## src/rtl/fetch_stage_if.sv

```systemverilog
// Instruction-memory read port: fetch stage drives req/addr, memory returns ack/rdata.
interface fetch_stage_if #(
    parameter int AW = 32
);
    logic          req;
    logic [AW-1:0] addr;
    logic          ack;
    logic [31:0]   rdata;

    modport master (
        output req,
        output addr,
        input  ack,
        input  rdata
    );

    modport slave (
        input  req,
        input  addr,
        output ack,
        output rdata
    );
endinterface

```

## src/rtl/fetch_stage.sv

```systemverilog
// Purpose: PC + instruction fetch over req/ack port, latched into the IF/ID register feeding Control.
// Latency: ack at cycle N -> op/fn valid at N+1; redirect at N -> target requested at N+1 (or after pending ack).
// Backpressure: stall holds IF/ID and PC; a word acked under stall parks in a one-entry skid buffer (req=0 there).
module fetch_stage #(
    parameter int            AW       = 32,
    parameter logic [AW-1:0] RESET_PC = '0
) (
    input  logic             clk,
    input  logic             rstn,
    fetch_stage_if.master    imem,
    input  logic             stall,
    input  logic             redirect,
    input  logic [AW-1:0]    redirect_pc,
    output logic             ifid_valid,
    output logic [31:0]      ifid_instr,
    output logic [AW-1:0]    ifid_pc4,
    output logic [5:0]       op,
    output logic [5:0]       fn
);

    localparam logic [0:0] S_FETCH = 1'b0;
    localparam logic [0:0] S_BUF   = 1'b1;

    logic [0:0]    state;
    logic          run;
    logic [AW-1:0] pc;
    logic [AW-1:0] pc_next;
    logic          kill;
    logic          buf_valid;
    logic [31:0]   buf_instr;
    logic [AW-1:0] buf_pc4;
    logic [31:0]   instr_q;

    logic          fire;
    logic          pending;
    logic [AW-1:0] pc_inc;
    logic [AW-1:0] redir_tgt;
    logic          unused_redirect_lsb;

    // run keeps req low for the first cycle after reset so a stale ack is ignored
    assign imem.req  = run && (state == S_FETCH);
    assign imem.addr = pc;

    assign fire      = imem.req && imem.ack;
    assign pending   = imem.req && !imem.ack;
    assign pc_inc    = pc + AW'(4);
    assign redir_tgt = {redirect_pc[AW-1:2], 2'b00};
    assign unused_redirect_lsb = ^redirect_pc[1:0];

    // An empty slot must decode as op=0/fn=0 downstream
    assign ifid_instr = ifid_valid ? instr_q : 32'h0;
    assign op         = ifid_instr[31:26];
    assign fn         = ifid_instr[5:0];

    always_ff @(posedge clk or negedge rstn) begin
        if (!rstn) begin
            state      <= S_FETCH;
            run        <= 1'b0;
            pc         <= RESET_PC;
            pc_next    <= '0;
            kill       <= 1'b0;
            buf_valid  <= 1'b0;
            buf_instr  <= '0;
            buf_pc4    <= '0;
            ifid_valid <= 1'b0;
            instr_q    <= '0;
            ifid_pc4   <= '0;
        end else begin
            run <= 1'b1;
            if (redirect) begin
                ifid_valid <= 1'b0;
                buf_valid  <= 1'b0;
                state      <= S_FETCH;
                if (pending) begin
                    // address must stay put until the in-flight read is acked
                    pc_next <= redir_tgt;
                    kill    <= 1'b1;
                end else begin
                    pc   <= redir_tgt;
                    kill <= 1'b0;
                end
            end else if (state == S_BUF) begin
                if (!stall) begin
                    ifid_valid <= buf_valid;
                    instr_q    <= buf_instr;
                    ifid_pc4   <= buf_pc4;
                    buf_valid  <= 1'b0;
                    state      <= S_FETCH;
                end
            end else if (fire && kill) begin
                kill <= 1'b0;
                pc   <= pc_next;
                if (!stall) begin
                    ifid_valid <= 1'b0;
                end
            end else if (fire && stall && ifid_valid) begin
                buf_instr <= imem.rdata;
                buf_pc4   <= pc_inc;
                buf_valid <= 1'b1;
                pc        <= pc_inc;
                state     <= S_BUF;
            end else if (fire) begin
                instr_q    <= imem.rdata;
                ifid_valid <= 1'b1;
                ifid_pc4   <= pc_inc;
                pc         <= pc_inc;
            end else if (!stall) begin
                ifid_valid <= 1'b0;
            end
        end
    end

endmodule

```

## src/flat_wrapper.sv

```systemverilog
// flat-port wrapper written by rule: the top's interface ports become plain ports
module fetch_stage_flat 
#(
    parameter int            AW       = 32,
    parameter logic [AW-1:0] RESET_PC = '0
)
  (clk, rstn, stall, redirect, redirect_pc, ifid_valid, ifid_instr, ifid_pc4, op, fn, imem_req, imem_addr, imem_ack, imem_rdata);
  fetch_stage_if #(.AW(AW)) imem_i ();
  input  logic clk;
  input  logic rstn;
  input  logic stall;
  input  logic redirect;
  input  logic [AW-1:0] redirect_pc;
  output logic ifid_valid;
  output logic [31:0] ifid_instr;
  output logic [AW-1:0] ifid_pc4;
  output logic [5:0] op;
  output logic [5:0] fn;
  output wire logic [$bits(imem_i.req)-1:0] imem_req;
  output wire logic [$bits(imem_i.addr)-1:0] imem_addr;
  input wire logic [$bits(imem_i.ack)-1:0] imem_ack;
  input wire logic [$bits(imem_i.rdata)-1:0] imem_rdata;
  assign imem_req = imem_i.req;
  assign imem_addr = imem_i.addr;
  assign imem_i.ack = imem_ack;
  assign imem_i.rdata = imem_rdata;
  fetch_stage #(.AW(AW), .RESET_PC(RESET_PC)) u_core (.clk(clk), .rstn(rstn), .imem(imem_i), .stall(stall), .redirect(redirect), .redirect_pc(redirect_pc), .ifid_valid(ifid_valid), .ifid_instr(ifid_instr), .ifid_pc4(ifid_pc4), .op(op), .fn(fn));
endmodule
```

## config.mk

```make
export PLATFORM = sky130hd
export DESIGN_NAME = fetch_stage_flat
export DESIGN_NICKNAME = d
export VERILOG_FILES = /design/src/rtl/fetch_stage_if.sv /design/src/rtl/fetch_stage.sv /design/src/flat_wrapper.sv
export SDC_FILE = /design/constraint.sdc
export NUM_CORES = 1
export LEC_CHECK = 0
export CELL_PAD_IN_SITES_DETAIL_PLACEMENT = 2
export CELL_PAD_IN_SITES_GLOBAL_PLACEMENT = 2
export CORE_AREA = 4 4 169 171
export DETAILED_ROUTE_END_ITERATION = 6
export DIE_AREA = 0 0 173 175
export HOLD_SLACK_MARGIN = 0.06
export PLACE_DENSITY_LB_ADDON = 0.25
export SLEW_MARGIN = 20
export SYNTH_ARGS = -nofsm -noshare
export SYNTH_HDL_FRONTEND = slang
export SYNTH_SLANG_ARGS = --single-unit
```

## constraint.sdc

```tcl
create_clock -name clk -period 5.26 [get_ports clk]
set_input_delay 1.052 -clock clk [delete_from_list [all_inputs] [get_ports clk]]
set_output_delay 1.052 -clock clk [all_outputs]
set_load 0.01 [all_outputs]
```

==> summary.txt, run 1 <==
CTS max path bufs -> 2
leakage -> 0.00500 µW
top layer in use -> met4
CP Launch Type -> input port
met1 wire length -> 14100 µm
ant diodes -> 0
setup TNS -> 0 ns
EDFF count, synth -> 0
layout cells sized above 1 -> 0.0868
Synth Cell Area -> 0.00936 mm²
Setup Fix Bufs, Post-CTS -> 0
H-tree levels -> 4
Slew Limit Fails -> 0
Synth area leaders -> dfrtp_1, nand2_1, mux2i_1
syn_area_per_cell -> 9.51 µm²
Total GRT Usage -> 0.199
multi-input gate area in the final layout -> 0.00415 mm²
Clock Latency Late Sink -> 0.43 ns
iteration-0 DRC count of the detailed router -> 565
top cells by instance count after synthesis -> nand2_1, dfrtp_1, o21ai_0, a21oi_1, clkbuf_1
initial antenna violation count -> 0
status -> complete, no violations
fillers -> 2875
pin count of the biggest net entering global routing -> 112
met2 wire len -> 14100 µm
post-CTS sizing -> 0
Synth Flop Type -> dfrtp_1
CTS tree -> yes
Wirelength per Cell -> 20.5 µm
Setup crit end kind -> flip-flop
Post-Route Skew -> 0.0114 ns
worst-margin pin slew -> 1.08 ns
synth warn -> 0
hpwl dp -> 20900 µm
Synth Instances -> 984
layout net count -> 1176
final RePlAce weighted congestion -> 0.821
metal3 WL -> 1160 µm
I/O Buffers -> 172
fraction of registers with async set/reset -> 1.00
I/O pin count -> 179
Design Area, Final -> 0.0118 mm²
Root Buffer -> clkbuf_16
Row Count -> 60
Detailed Route WL -> 29900 µm
Final setup viols -> 0
Yosys top cell area share -> 0.506
die width -> 173 µm
crit path time final -> 3.59 ns
sequential cell area -> 0.00473 mm²
Switch Pwr -> 1350 µW
vias per cell -> 5.31
First-pass DRT Iterations -> 5
#FFs+latches synth -> 189
RSZ-0062 raised after global routing -> false
endpoints failing hold -> 0
DIE AREA -> 0.0303 mm²
Critical Path RT -> 5.57 ns
Initial Util -> 0.348
vias in the first global route -> 8392
vias -> 7752
Max-cap violations -> 0
Int Power -> 2900 µW
ratio of final minimum period to clock period -> 0.683
CTS Buf Count -> 17
Die Span Y -> 175 µm
Peak VDD IR -> 0.000133 V
sw frac -> 0.318
Area after DPL -> 0.0112 mm²
Comb power frac -> 0.230
Fmax achieved -> 278 MHz
core area -> 0.0269 mm²
WS Path Type -> input port to flip-flop
# DRC -> 0
post-synthesis sequential area ratio -> 0.506
register share of total power -> 0.460
Power Density -> 361 mW/mm²
worst rel slew slack -> 0.274
cell with the most instances after synthesis -> nand2_1
# clock sinks -> 189
Hold Path Class -> flip-flop to flip-flop
reg2reg setup slack -> 2.02 ns
Area Overhead vs Synth -> 26.1%
remaining antenna violation count -> 0
Synth area leader -> dfrtp_1
GRT overflow -> 0
hold_buf cts -> 0
Clock transition at path regs -> 0.07 ns
first-pass GRT wire length -> 48400 µm
worst path arrival time -> 3.90 ns
post-synth cell types -> 59
CP Max Fanout -> 46
Clock Power Share -> 0.310
## worst max-delay path, stage by stage
cell and delay, ns:
clkdlybuf4s50_1 0.69, nand4bb_1 0.37, nor2_1 0.27, nand3_2 0.74, buf_4 0.56, nand2_1 0.13, nand2_1 0.07
## registers in the layout, indices dropped and copies added, names as in the netlist
register	cells
u_core.kill	1
u_core.state	1
u_core.pc_next	30
u_core.instr_q	32
u_core.ifid_pc4	30
u_core.buf_valid	1
u_core.buf_instr	32
u_core.ifid_valid	1
u_core.run	1
u_core.imem.addr	30
u_core.buf_pc4	30
## worst paths after layout
check / startpoint / endpoint / depth (start not counted)
worst max-delay path: imem_ack / u_core.buf_instr[2] / 7
worst min-delay path: u_core.instr_q[2] / u_core.instr_q[2] / 2
worst max register to register: u_core.imem.addr[2] / u_core.ifid_pc4[18] / 6
worst min register to register: u_core.instr_q[2] / u_core.instr_q[2] / 2
max in group asynchronous: rstn / u_core.imem.addr[11] / 2
min in group asynchronous: rstn / u_core.instr_q[5] / 1
## layer usage
| layer | track usage | vias to the layer above |
|---|---|---|
| met5 | 0 | - |
| met4 | 0.0539 | 0 |
| met3 | 0.0366 | 25 |
| met2 | 0.328 | 169 |
| met1 | 0.271 | 3920 |
| li1 | - | 3638 |
## area by class of cell
class,instances,share of cell area
flip-flops and latches,189,0.401
clock buffers,18,0.0372
multi-input cells,696,0.352
repair buffers,184,0.155
clock inverters,13,0.0130
well taps,341,0.0362
inverters,18,0.00573
## kinds of logic (layout without fill, tap and decap cells)
group                    after synthesis  after routing  share of synthesized area
AO/OA/AOI/OAI                        204            204                      0.137
XOR/XNOR                              24             24                     0.0225
adder cells (fa/ha/maj)                1              1                    0.00134
buffers and inverters                102            233                     0.0562
flip-flops                           189            189                      0.506
multiplexers                          76             76                     0.0856
other                                  2              5                   0.000803
AND/OR/NAND/NOR                      386            386                      0.191
## stage by stage
step	util	hold WS, ns	power [µW]	worst slack (ns)	instances
global route	0.439	0.501	4520	1.32	1459
floorplan	-	0.440	2430	2.62	987
finish	0.439	0.478	4260	1.67	1459
global placement	0.417	0.453	2930	1.21	1428
detailed placement	0.417	0.466	2980	1.17	1428
CTS	0.439	0.482	4320	1.58	1459
## power by group through the flow
stage / sequential [µW] / clock, µW / combinational (µW)
floorplan: 1950 / 0 / 475
global placement: 1970 / 0 / 957
detailed placement: 1990 / 0 / 992
CTS: 1960 / 1360 / 1000
global route: 2010 / 1430 / 1090
finish: 1960 / 1320 / 977
## cells in the final DEF, fill, tap and decap left out, types with 5 or more instances in the layout
| cell type | instances |
|---|---|
| or3_1 | 6 |
| mux2_2 | 32 |
| nand4_1 | 7 |
| a21oi_1 | 47 |
| a31oi_1 | 6 |
| nand2_1 | 205 |
| a221o_1 | 14 |
| o21a_1 | 5 |
| conb_1 | 5 |
| a211oi_1 | 5 |
| mux2i_1 | 43 |
| clkbuf_16 | 17 |
| inv_1 | 18 |
| xnor2_1 | 20 |
| and3_1 | 7 |
| nor2_1 | 42 |
| o22ai_1 | 5 |
| nor3_1 | 23 |
| a2bb2oi_1 | 10 |
| nand3_1 | 23 |
| clkdlybuf4s50_1 | 171 |
| o21ai_0 | 78 |
| a221oi_1 | 11 |
| dfrtp_1 | 187 |
| and2_1 | 33 |
| buf_4 | 11 |
| nor4_1 | 12 |
Note: power is estimated with default switching activity, not from simulation.
==> run 2, diff against run 1 <==
--- a/config.mk
+++ b/config.mk
@@ -7,9 +7,9 @@
 export LEC_CHECK = 0
 export CELL_PAD_IN_SITES_DETAIL_PLACEMENT = 2
 export CELL_PAD_IN_SITES_GLOBAL_PLACEMENT = 2
-export CORE_AREA = 4 4 169 171
+export CORE_AREA = 4 4 176 178
 export DETAILED_ROUTE_END_ITERATION = 6
-export DIE_AREA = 0 0 173 175
+export DIE_AREA = 0 0 180 182
 export HOLD_SLACK_MARGIN = 0.06
 export PLACE_DENSITY_LB_ADDON = 0.25
 export SLEW_MARGIN = 20
==> constraint.sdc (replaced) <==
create_clock -name clk -period 3.5 [get_ports clk]
set_input_delay 0.7 -clock clk [delete_from_list [all_inputs] [get_ports clk]]
set_output_delay 0.7 -clock clk [all_outputs]
set_load 0.01 [all_outputs]
==> run 2 against run 1 <==
Net effect: power grew 49%; sequential share of layout area decreased by 0.61 points; clock power up 45%; largest power group unchanged; highest routed layer unchanged.
==> summary.txt, run 2 (synthesis gave the netlist of run 1 again) <==
crit path time final -> 2.75 ns
vias per cell -> 5.11 (-3.9%)
leakage -> 0.00506 µW (+1.2%)
post-CTS sizing -> 0 (unchanged)
Area Overhead vs Synth -> 28.0%
Root Buffer -> clkbuf_16
core area -> 0.0294 mm² (+9.4%)
Comb power frac -> 0.235 (+0.005)
H-tree levels -> 4 (unchanged)
Power Density -> 529 mW/mm² (+47%)
leading registers by flop count -> u_core.buf_instr x32, u_core.instr_q x32
Max-cap violations -> 0 (unchanged)
# DRC -> 0 (unchanged)
RSZ-0062 raised after global routing -> false
Hold Slack -> 0.202 ns (-0.276 ns)
CP Launch Type -> flip-flop
Final setup viols -> 0 (unchanged)
iteration-0 DRC count of the detailed router -> 380 (-33%)
Wirelength per Cell -> 19.9 µm (-2.8%)
hpwl dp -> 21800 µm (+4.0%)
sw frac -> 0.323 (+0.00479)
Die Span Y -> 182 µm (+4.0%)
Switch Pwr -> 2040 µW (+51%)
vias -> 7779 (+0.35%)
Fmax achieved -> 364 MHz
first-pass GRT wire length -> 49300 µm (+1.9%)
DIE AREA -> 0.0328 mm² (+8.2%)
CTS Buf Count -> 17 (unchanged)
ratio of final minimum period to clock period -> 0.785
status -> complete, no violations
endpoints failing hold -> 0 (unchanged)
commonest cells after routing, fill and taps aside -> nand2_1, dfrtp_1, clkdlybuf4s50_1, o21ai_0, a21oi_1
Critical Path RT -> 3.80 ns (-1.77 ns)
# clock sinks -> 189 (unchanged)
register share of total power -> 0.464 (+0.004)
CTS tree -> yes
GRT overflow -> 0 (unchanged)
I/O Buffers -> 172 (unchanged)
I/O pin count -> 179 (unchanged)
WS Path Type -> flip-flop to flip-flop
setup TNS -> 0 ns (unchanged)
hold_buf cts -> 0 (unchanged)
layout net count -> 1190 (+1.2%)
Post-Route Skew -> 0.0184 ns (+0.00699 ns)
vias in the first global route -> 8445 (+0.63%)
worst-margin pin slew -> 0.914 ns (-0.165 ns)
Int Power -> 4290 µW (+48%)
Peak VDD IR -> 0.000240 V (+80%)
Clock Latency Late Sink -> 0.44 ns (about the same)
die width -> 180 µm (+4.0%)
worst rel slew slack -> 0.390 (+0.116)
Row Count -> 63 (+5.0%)
remaining antenna violation count -> 0 (unchanged)
commonest non-fill, non-tap cell in the layout -> nand2_1
First-pass DRT Iterations -> 4 (-1)
Initial Util -> 0.318 (-0.0299)
Detailed Route WL -> 30300 µm (+1.5%)
worst path arrival time -> 3.05 ns (-0.85 ns)
ant diodes -> 0 (unchanged)
CTS max path bufs -> 2 (unchanged)
initial antenna violation count -> 0 (unchanged)
Setup crit end kind -> flip-flop
Slew Limit Fails -> 0 (unchanged)
layout cells sized above 1 -> 0.0962 (+0.00944)
final RePlAce weighted congestion -> 0.849 (+3.3%)
Clock transition at path regs -> 0.08 ns (about the same)
pin count of the biggest net entering global routing -> 61 (-46%)
fillers -> 3170 (+10%)
Hold Path Class -> input port to asynchronous set/reset pin
Clock Power Share -> 0.301 (-0.009)
Setup Fix Bufs, Post-CTS -> 0 (unchanged)
Total GRT Usage -> 0.186 (-0.0127)
CP Max Fanout -> 9 (-80%)
## run 2: cell types whose count changed in the layout (fill, tap and decap cells not counted), sizes merged
cell	previous run	this run
clkbuf	19	20
clkinvlp	1	4
clkinv	6	4
buf	12	26
bufinv	1	0
## run 2: worst max-delay path: stages (launching register included)
cell	delay (ns)
dfrtp_1	0.55
ha_1	0.34
and4_1	0.32
nand2_1	0.31
nor4_1	0.69
xnor2_1	0.26
o22ai_1	0.13
## run 2: per-layer routing
layer / up-vias / global-route usage / part of all wire
li1: 3663 / - / -
met1: 3940 / 0.253 / 0.47
met2: 156 / 0.314 / 0.48
met3: 20 / 0.0333 / 0.041
met4: 0 / 0.0399 / 0.013
met5: - / 0 / 0
## run 2: per-stage QoR
step | power (µW) | cells | cell area [µm²] | worst slack [ns] | util
after CTS | 6430 | 1523 | 12000 | 0.697 | 0.407
after detailed placement | 4500 | 1491 | 11400 | 0.429 | 0.388
after floorplan | 3650 | 987 | 9370 | 1.22 | -
after global routing | 6730 | 1523 | 12000 | 0.482 | 0.407
final | 6330 | 1523 | 12000 | 0.754 | 0.407
after global placement | 4420 | 1491 | 11400 | 0.484 | 0.388
## run 2: area by class of cell
type                            instances  area (µm²)  share of cell area
Sequential cell                       189        4730               0.395
Clock buffer                           19         433              0.0362
Clock inverter                         13         131              0.0110
Inverter                               18        67.6             0.00564
Multi-Input combinational cell        696        4140               0.346
Timing Repair Buffer                  198        1980               0.166
Tap cell                              390         488              0.0408
## run 2: power by group through the flow
stage	Combinational, µW	Clock, µW	Sequential [µW]
CTS	1530	1960	2940
floorplan	714	0	2940
global placement	1470	0	2950
detailed placement	1520	0	2980
finish	1490	1910	2940
global route	1660	2060	3010
## run 2: path summary, 6_finish.rpt
check / from / end / slack (ns) / cells after the start
min in group clk: u_core.ifid_pc4[18] / u_core.ifid_pc4[18] / 0.47 / 2
worst max register to register: u_core.imem.addr[2] / u_core.ifid_pc4[22] / 0.75 / 6
worst min register to register: u_core.ifid_pc4[18] / u_core.ifid_pc4[18] / 0.47 / 2
worst min-delay path: rstn / u_core.instr_q[5] / 0.20 / 1
max in group asynchronous: rstn / u_core.ifid_pc4[3] / 2.49 / 2
worst max-delay path: u_core.imem.addr[2] / u_core.ifid_pc4[22] / 0.75 / 6
